$ cat config.mk
export PLATFORM = sky130hd
export DESIGN_NAME = bram_mem_rsp
export DESIGN_NICKNAME = d
export VERILOG_FILES = /design/src/rtl/bram_rsp_pkg.sv /design/src/rtl/bram_mem_rsp.sv
export SDC_FILE = /design/constraint.sdc
export NUM_CORES = 1
export LEC_CHECK = 0
export ABC_AREA = 1
export CORE_MARGIN = 4
export CORE_UTILIZATION = 40
export DETAILED_ROUTE_END_ITERATION = 6
export HOLD_SLACK_MARGIN = 0.03
export PLACE_DENSITY = 0.72
export SYNTH_ARGS = -nofsm -noshare
export SYNTH_HDL_FRONTEND = slang
export SYNTH_SLANG_ARGS = --single-unit
$ cat constraint.sdc
create_clock -name clk -period 5.7 [get_ports clk]
set_input_delay 1.71 -clock clk [delete_from_list [all_inputs] [get_ports clk]]
set_output_delay 1.71 -clock clk [all_outputs]
set_load 0.03 [all_outputs]
$ cat src/rtl/bram_rsp_pkg.sv
// Shared types and default timing for the backup-RAM SRAM responder.
package bram_rsp_pkg;

  typedef enum logic [1:0] {
    IDLE = 2'd0,
    RD   = 2'd1,
    WR   = 2'd2,
    REC  = 2'd3
  } rsp_state_t;

  localparam int RD_CYC_DEF = 4;
  localparam int WR_CYC_DEF = 4;
  localparam int ADDR_W_DEF = 18;

  // Pending write record. The address field is sized for the default bus
  // width; the responder casts to and from its own ADDR_W.
  typedef struct packed {
    logic [ADDR_W_DEF-1:0] addr;
    logic [15:0]           data;
    logic [1:0]            mask;   // {hi lane, lo lane}
    logic                  valid;
  } pend_t;

endpackage

$ cat src/rtl/bram_mem_rsp.sv
// Turns level-style read/write strobes from the mapper's memory bus into
// timed cycles on an asynchronous 16-bit SRAM, one cycle at a time.
module bram_mem_rsp
  import bram_rsp_pkg::*;
#(
  parameter int ADDR_W = ADDR_W_DEF,
  parameter int RD_CYC = RD_CYC_DEF,
  parameter int WR_CYC = WR_CYC_DEF
) (
  input  logic              clk,
  input  logic              rst,
  input  logic [ADDR_W-1:0] mem_addr,
  input  logic [15:0]       mem_din,
  input  logic              mem_oe,
  input  logic              mem_we_lo,
  input  logic              mem_we_hi,
  output logic [15:0]       mem_dout,
  output logic              busy,
  output logic [ADDR_W-1:0] sram_addr,
  output logic [15:0]       sram_dq_o,
  output logic              sram_dq_oe,
  input  logic [15:0]       sram_dq_i,
  output logic              sram_ce_n,
  output logic              sram_oe_n,
  output logic              sram_we_n,
  output logic              sram_lb_n,
  output logic              sram_ub_n
);

  localparam int MAX_CYC = (RD_CYC > WR_CYC) ? RD_CYC : WR_CYC;
  localparam int CW      = $clog2(MAX_CYC) + 1;
  localparam logic [CW-1:0] RD_LOAD = CW'(RD_CYC - 1);
  localparam logic [CW-1:0] WR_LOAD = CW'(WR_CYC - 1);

  rsp_state_t        state_reg;
  logic [CW-1:0]     cnt_reg;
  logic              oe_prev_reg;
  logic              we_prev_reg;
  logic [ADDR_W-1:0] addr_prev_reg;
  pend_t             wr_slot_reg;
  logic              rd_valid_reg;
  logic [ADDR_W-1:0] rd_addr_reg;

  logic              rd_det;
  logic              wr_det;
  pend_t             wr_sel;
  logic              rd_sel_valid;
  logic [ADDR_W-1:0] rd_sel_addr;

  // Previous-cycle copies of the request levels; kept running through reset
  // so a level held across reset is not mistaken for a new edge afterwards.
  always_ff @(posedge clk) begin
    oe_prev_reg   <= mem_oe;
    we_prev_reg   <= mem_we_lo | mem_we_hi;
    addr_prev_reg <= mem_addr;
  end

  assign rd_det = mem_oe && (!oe_prev_reg || (mem_addr != addr_prev_reg));
  assign wr_det = (mem_we_lo | mem_we_hi) && !we_prev_reg;

  // Newest request wins over whatever is already parked in each slot.
  always_comb begin
    wr_sel = wr_slot_reg;
    if (wr_det) begin
      wr_sel.addr  = ADDR_W_DEF'(mem_addr);
      wr_sel.data  = mem_din;
      wr_sel.mask  = {mem_we_hi, mem_we_lo};
      wr_sel.valid = 1'b1;
    end
    rd_sel_valid = rd_valid_reg | rd_det;
    rd_sel_addr  = rd_det ? mem_addr : rd_addr_reg;
  end

  // Cycle sequencer: slots, state, counter and all registered SRAM strobes.
  always_ff @(posedge clk) begin
    if (rst) begin
      state_reg    <= IDLE;
      cnt_reg      <= '0;
      wr_slot_reg  <= '0;
      rd_valid_reg <= 1'b0;
      rd_addr_reg  <= '0;
      mem_dout     <= 16'h0000;
      busy         <= 1'b0;
      sram_addr    <= '0;
      sram_dq_o    <= 16'h0000;
      sram_dq_oe   <= 1'b0;
      sram_ce_n    <= 1'b1;
      sram_oe_n    <= 1'b1;
      sram_we_n    <= 1'b1;
      sram_lb_n    <= 1'b1;
      sram_ub_n    <= 1'b1;
    end else begin
      wr_slot_reg  <= wr_sel;
      rd_valid_reg <= rd_sel_valid;
      rd_addr_reg  <= rd_sel_addr;
      case (state_reg)
        // Recovery doubles as the dispatch point, so a queued request starts
        // right after REC instead of idling one more cycle.
        IDLE, REC: begin
          if (wr_sel.valid) begin
            state_reg         <= WR;
            cnt_reg           <= WR_LOAD;
            busy              <= 1'b1;
            wr_slot_reg.valid <= 1'b0;
            sram_addr         <= ADDR_W'(wr_sel.addr);
            sram_dq_o         <= wr_sel.data;
            sram_dq_oe        <= 1'b1;
            sram_ce_n         <= 1'b0;
            sram_oe_n         <= 1'b1;
            sram_we_n         <= 1'b1;
            sram_lb_n         <= ~wr_sel.mask[0];
            sram_ub_n         <= ~wr_sel.mask[1];
          end else if (rd_sel_valid) begin
            state_reg    <= RD;
            cnt_reg      <= RD_LOAD;
            busy         <= 1'b1;
            rd_valid_reg <= 1'b0;
            sram_addr    <= rd_sel_addr;
            sram_dq_oe   <= 1'b0;
            sram_ce_n    <= 1'b0;
            sram_oe_n    <= 1'b0;
            sram_we_n    <= 1'b1;
            sram_lb_n    <= 1'b0;
            sram_ub_n    <= 1'b0;
          end else begin
            state_reg <= IDLE;
            busy      <= 1'b0;
          end
        end
        RD: begin
          if (cnt_reg == '0) begin
            mem_dout  <= sram_dq_i;
            state_reg <= REC;
            sram_ce_n <= 1'b1;
            sram_oe_n <= 1'b1;
            sram_lb_n <= 1'b1;
            sram_ub_n <= 1'b1;
          end else begin
            cnt_reg <= cnt_reg - 1'b1;
          end
        end
        WR: begin
          if (cnt_reg == '0) begin
            state_reg  <= REC;
            sram_dq_oe <= 1'b0;
            sram_ce_n  <= 1'b1;
            sram_we_n  <= 1'b1;
            sram_lb_n  <= 1'b1;
            sram_ub_n  <= 1'b1;
          end else begin
            cnt_reg <= cnt_reg - 1'b1;
            // we_n is low for every write cycle except the first and last.
            sram_we_n <= !(cnt_reg > CW'(1));
          end
        end
        default: state_reg <= IDLE;
      endcase
    end
  end

endmodule

==> flow_summary.json <==
{
  "arrival_ns": 4.43,
  "cts_resized": 0,
  "gp_congestion": 0.789,
  "diodes": 0,
  "synth_top_cell_by_area": "dfxtp_1",
  "syn_area_um2": 5710,
  "startpoint_type": "input port",
  "largest_reg_flops": 37,
  "powerDensity_nw_per_um2": 486,
  "worstPathRequired_ns": 5.97,
  "peakVddDrop_mv": 0.200,
  "r2r-end": "sram_oe_n",
  "synth_cell_type_count": 36,
  "portBuffers": 111,
  "die_h_um": 127,
  "placementRows": 43,
  "whs_path_depth": 2,
  "area_growth_pct": 29.9,
  "cts_hold_buf": 0,
  "routed_wl_mm": 12.9,
  "first_global_vias": 4411,
  "core_um2": 13900,
  "holdPathEnd": "mem_dout[6]",
  "syn_nets": 814,
  "ys.flop_type": "dfxtp_1",
  "cp_common_cell": "inv_2",
  "io_pins": 112,
  "avgSynthCellArea_um2": 7.60,
  "synth-edff-count": 0,
  "wl_per_cell_um": 12.4,
  "cts_tree": "built",
  "period_needed_ns": 4.16,
  "crit_fanout": 31,
  "antenna_found_initial": 0,
  "dp_hpwl_mm": 9.11,
  "synth-seq-cells": 138,
  "cpPeakStageDelay_ns": 0.42,
  "fin_crit_sh_pct": 73.0,
  "relSlewSlack_pct": 37.4,
  "crit_path_top_delay_cell": "clkdlybuf4s50_1",
  "clkLatencyLatePin_ns": 0.41,
  "vias": 4789,
  "setup_viol": 0,
  "async_flop_share_pct": 0,
  "clk_pin_slew_worst_paths_ns": 0.06,
  "cts.path.max_buffers": 2,
  "initial_core_util_pct": 41.0,
  "path_cells": "clkdlybuf4s50_1 > or2_4 > nand2_4 > inv_2 > nor2_4 > inv_2 > nor2_2 > nand3_2 > o211ai_1 > nand3_1",
  "fmaxAchievable_mhz": 240,
  "syn_inst": 752,
  "drv_slew": 0,
  "fin_nets": 908,
  "cts-htree-levels": 4,
  "grt_overflow": 0,
  "clock-sinks": 138,
  "cts_root_buffer": "clkbuf_16",
  "cts_made_buffers": 17,
  "drc": 0,
  "firstDrtPassIters": 4,
  "setup_tns_ns": 0,
  "drtIter0Drc": 270,
  "ff2ff_setup_slack_ns": 3.16,
  "drt.antenna.violating_nets": 0,
  "grt_start_max_net_pins": 92,
  "track_usage_pct": 16.4,
  "p_leak_nw": 3.33,
  "dieArea_um2": 16300,
  "reg2reg_depth": 9,
  "viasPerCell": 4.61,
  "post-cts-setup-buffer-count": 0,
  "synth_top_area_share_pct": 48.4,
  "drive_gt1_share_pct": 10.4,
  "fin_ws_ns": 1.54,
  "synth.area.top_cells": "dfxtp_1 (48%), nand2_1 (10%), nor2_1 (9.0%), nand3_1 (5.3%), inv_1 (4.3%)",
  "hp-class": "reg -> reg",
  "r2r-start": "we_prev_reg",
  "yosys_warnings": 0,
  "end_kind": "flop",
  "grt_first_pass_wirelength_mm": 21.7,
  "setup.worst_path.start": "mem_we_lo",
  "hold_violations": 0,
  "die_w_um": 127,
  "worst_clock_skew_ns": 0.00583,
  "yosysSeqAreaShare_pct": 48.4,
  "min_from": "mem_dout[6]",
  "preCtsSetupSlack_ns": 1.13,
  "grt_setup_unrepaired": "no",
  "drv_cap": 0,
  "tightest_slew_ns": 0.939,
  "path_class": "in -> reg",
  "run_status": "completed"
}
routing by layer:
layer  share of wire, %  global-route usage, %
met2                 45                   24.5
met5                  0                      0
met4                2.2                   6.62
met1                 49                   23.0
met3                4.5                   3.72
synthesized netlist by cell type, types with 3 or more instances:
| library cell | n |
|---|---|
| nand2_1 | 154 |
| dfxtp_1 | 138 |
| nor2_1 | 137 |
| inv_1 | 66 |
| nand3_1 | 60 |
| clkbuf_1 | 21 |
| a21oi_1 | 20 |
| mux2i_1 | 20 |
| a211oi_1 | 18 |
| o21ai_0 | 18 |
| or2_2 | 18 |
| inv_2 | 14 |
| nand2_2 | 10 |
| buf_2 | 9 |
| ha_1 | 7 |
| nand3b_1 | 4 |
| buf_4 | 3 |
| nand2_4 | 3 |
| nor2_2 | 3 |
| o211ai_1 | 3 |
| o21ai_1 | 3 |
| xor2_1 | 3 |
how the worst max path moves through the flow:
stage	to	cells after the start	slack, ns
CTS	sram_oe_n	10	1.55
finish	sram_oe_n	10	1.54
detailed placement	sram_oe_n	10	1.13
global route	sram_oe_n	10	1.26
floorplan	sram_oe_n	9	2.73
global placement	sram_oe_n	10	1.22
where the power goes:
group	internal, mW	switching, mW	total (mW)
Clock	0.616	0.399	1.01
Combinational	0.506	0.859	1.37
Sequential	1.15	0.0840	1.23
per-stage QoR:
step | power [mW] | cells | area (um^2) | hold slack (ns) | util (%)
finish | 3.61 | 1038 | 7420 | 0.459 | 53.3
global route | 3.86 | 1038 | 7420 | 0.474 | 53.3
CTS | 3.64 | 1038 | 7420 | 0.462 | 53.3
detailed placement | 2.62 | 1007 | 6870 | 0.449 | 49.3
global placement | 2.61 | 1007 | 6870 | 0.449 | 49.3
floorplan | 2.19 | 752 | 5710 | 0.452 | -
cells in the final DEF (no fill, tap or decap), drive strengths merged, types with 3 or more instances in the layout:
cell and instances:
nand2 167, nor2 141, dfxtp 138, clkdlybuf4s50 110, inv 81, nand3 63
o21ai 21, or2 21, a21oi 20, mux2i 20, clkbuf 19, a211oi 18
clkinv 9, ha 7, nand3b 4, xor2 3, o211ai 3, clkinvlp 3
buf 3
cells by family (layout without fill, tap and decap cells):
group / after synthesis / in the layout / synth area share, %
buffers and inverters: 120 / 226 / 8.74
DFF: 138 / 138 / 48.4
AOI/OAI and AO/OA: 64 / 64 / 6.62
adders and majority gates: 7 / 7 / 1.53
and+or+nand+nor: 399 / 399 / 30.6
xor gates and xnor gates: 4 / 4 / 0.613
muxes: 20 / 20 / 3.50
area by class of cell:
cell class	instances	area, um^2
clock buffer	19	453
clock inverter	12	100
timing repair buffer	113	1120
fill	1324	6510
tap	180	225
multi-input combinational	494	2450
inverter	82	308
sequential	138	2760
worst max-delay path, delay by kind of cell:
family	cells	cell delay (ns)
buffers and inverters	3	0.97
AO/OA/AOI/OAI	1	0.17
AND/OR/NAND/NOR	6	1.55
Note: power is estimated with default switching activity, not from simulation.
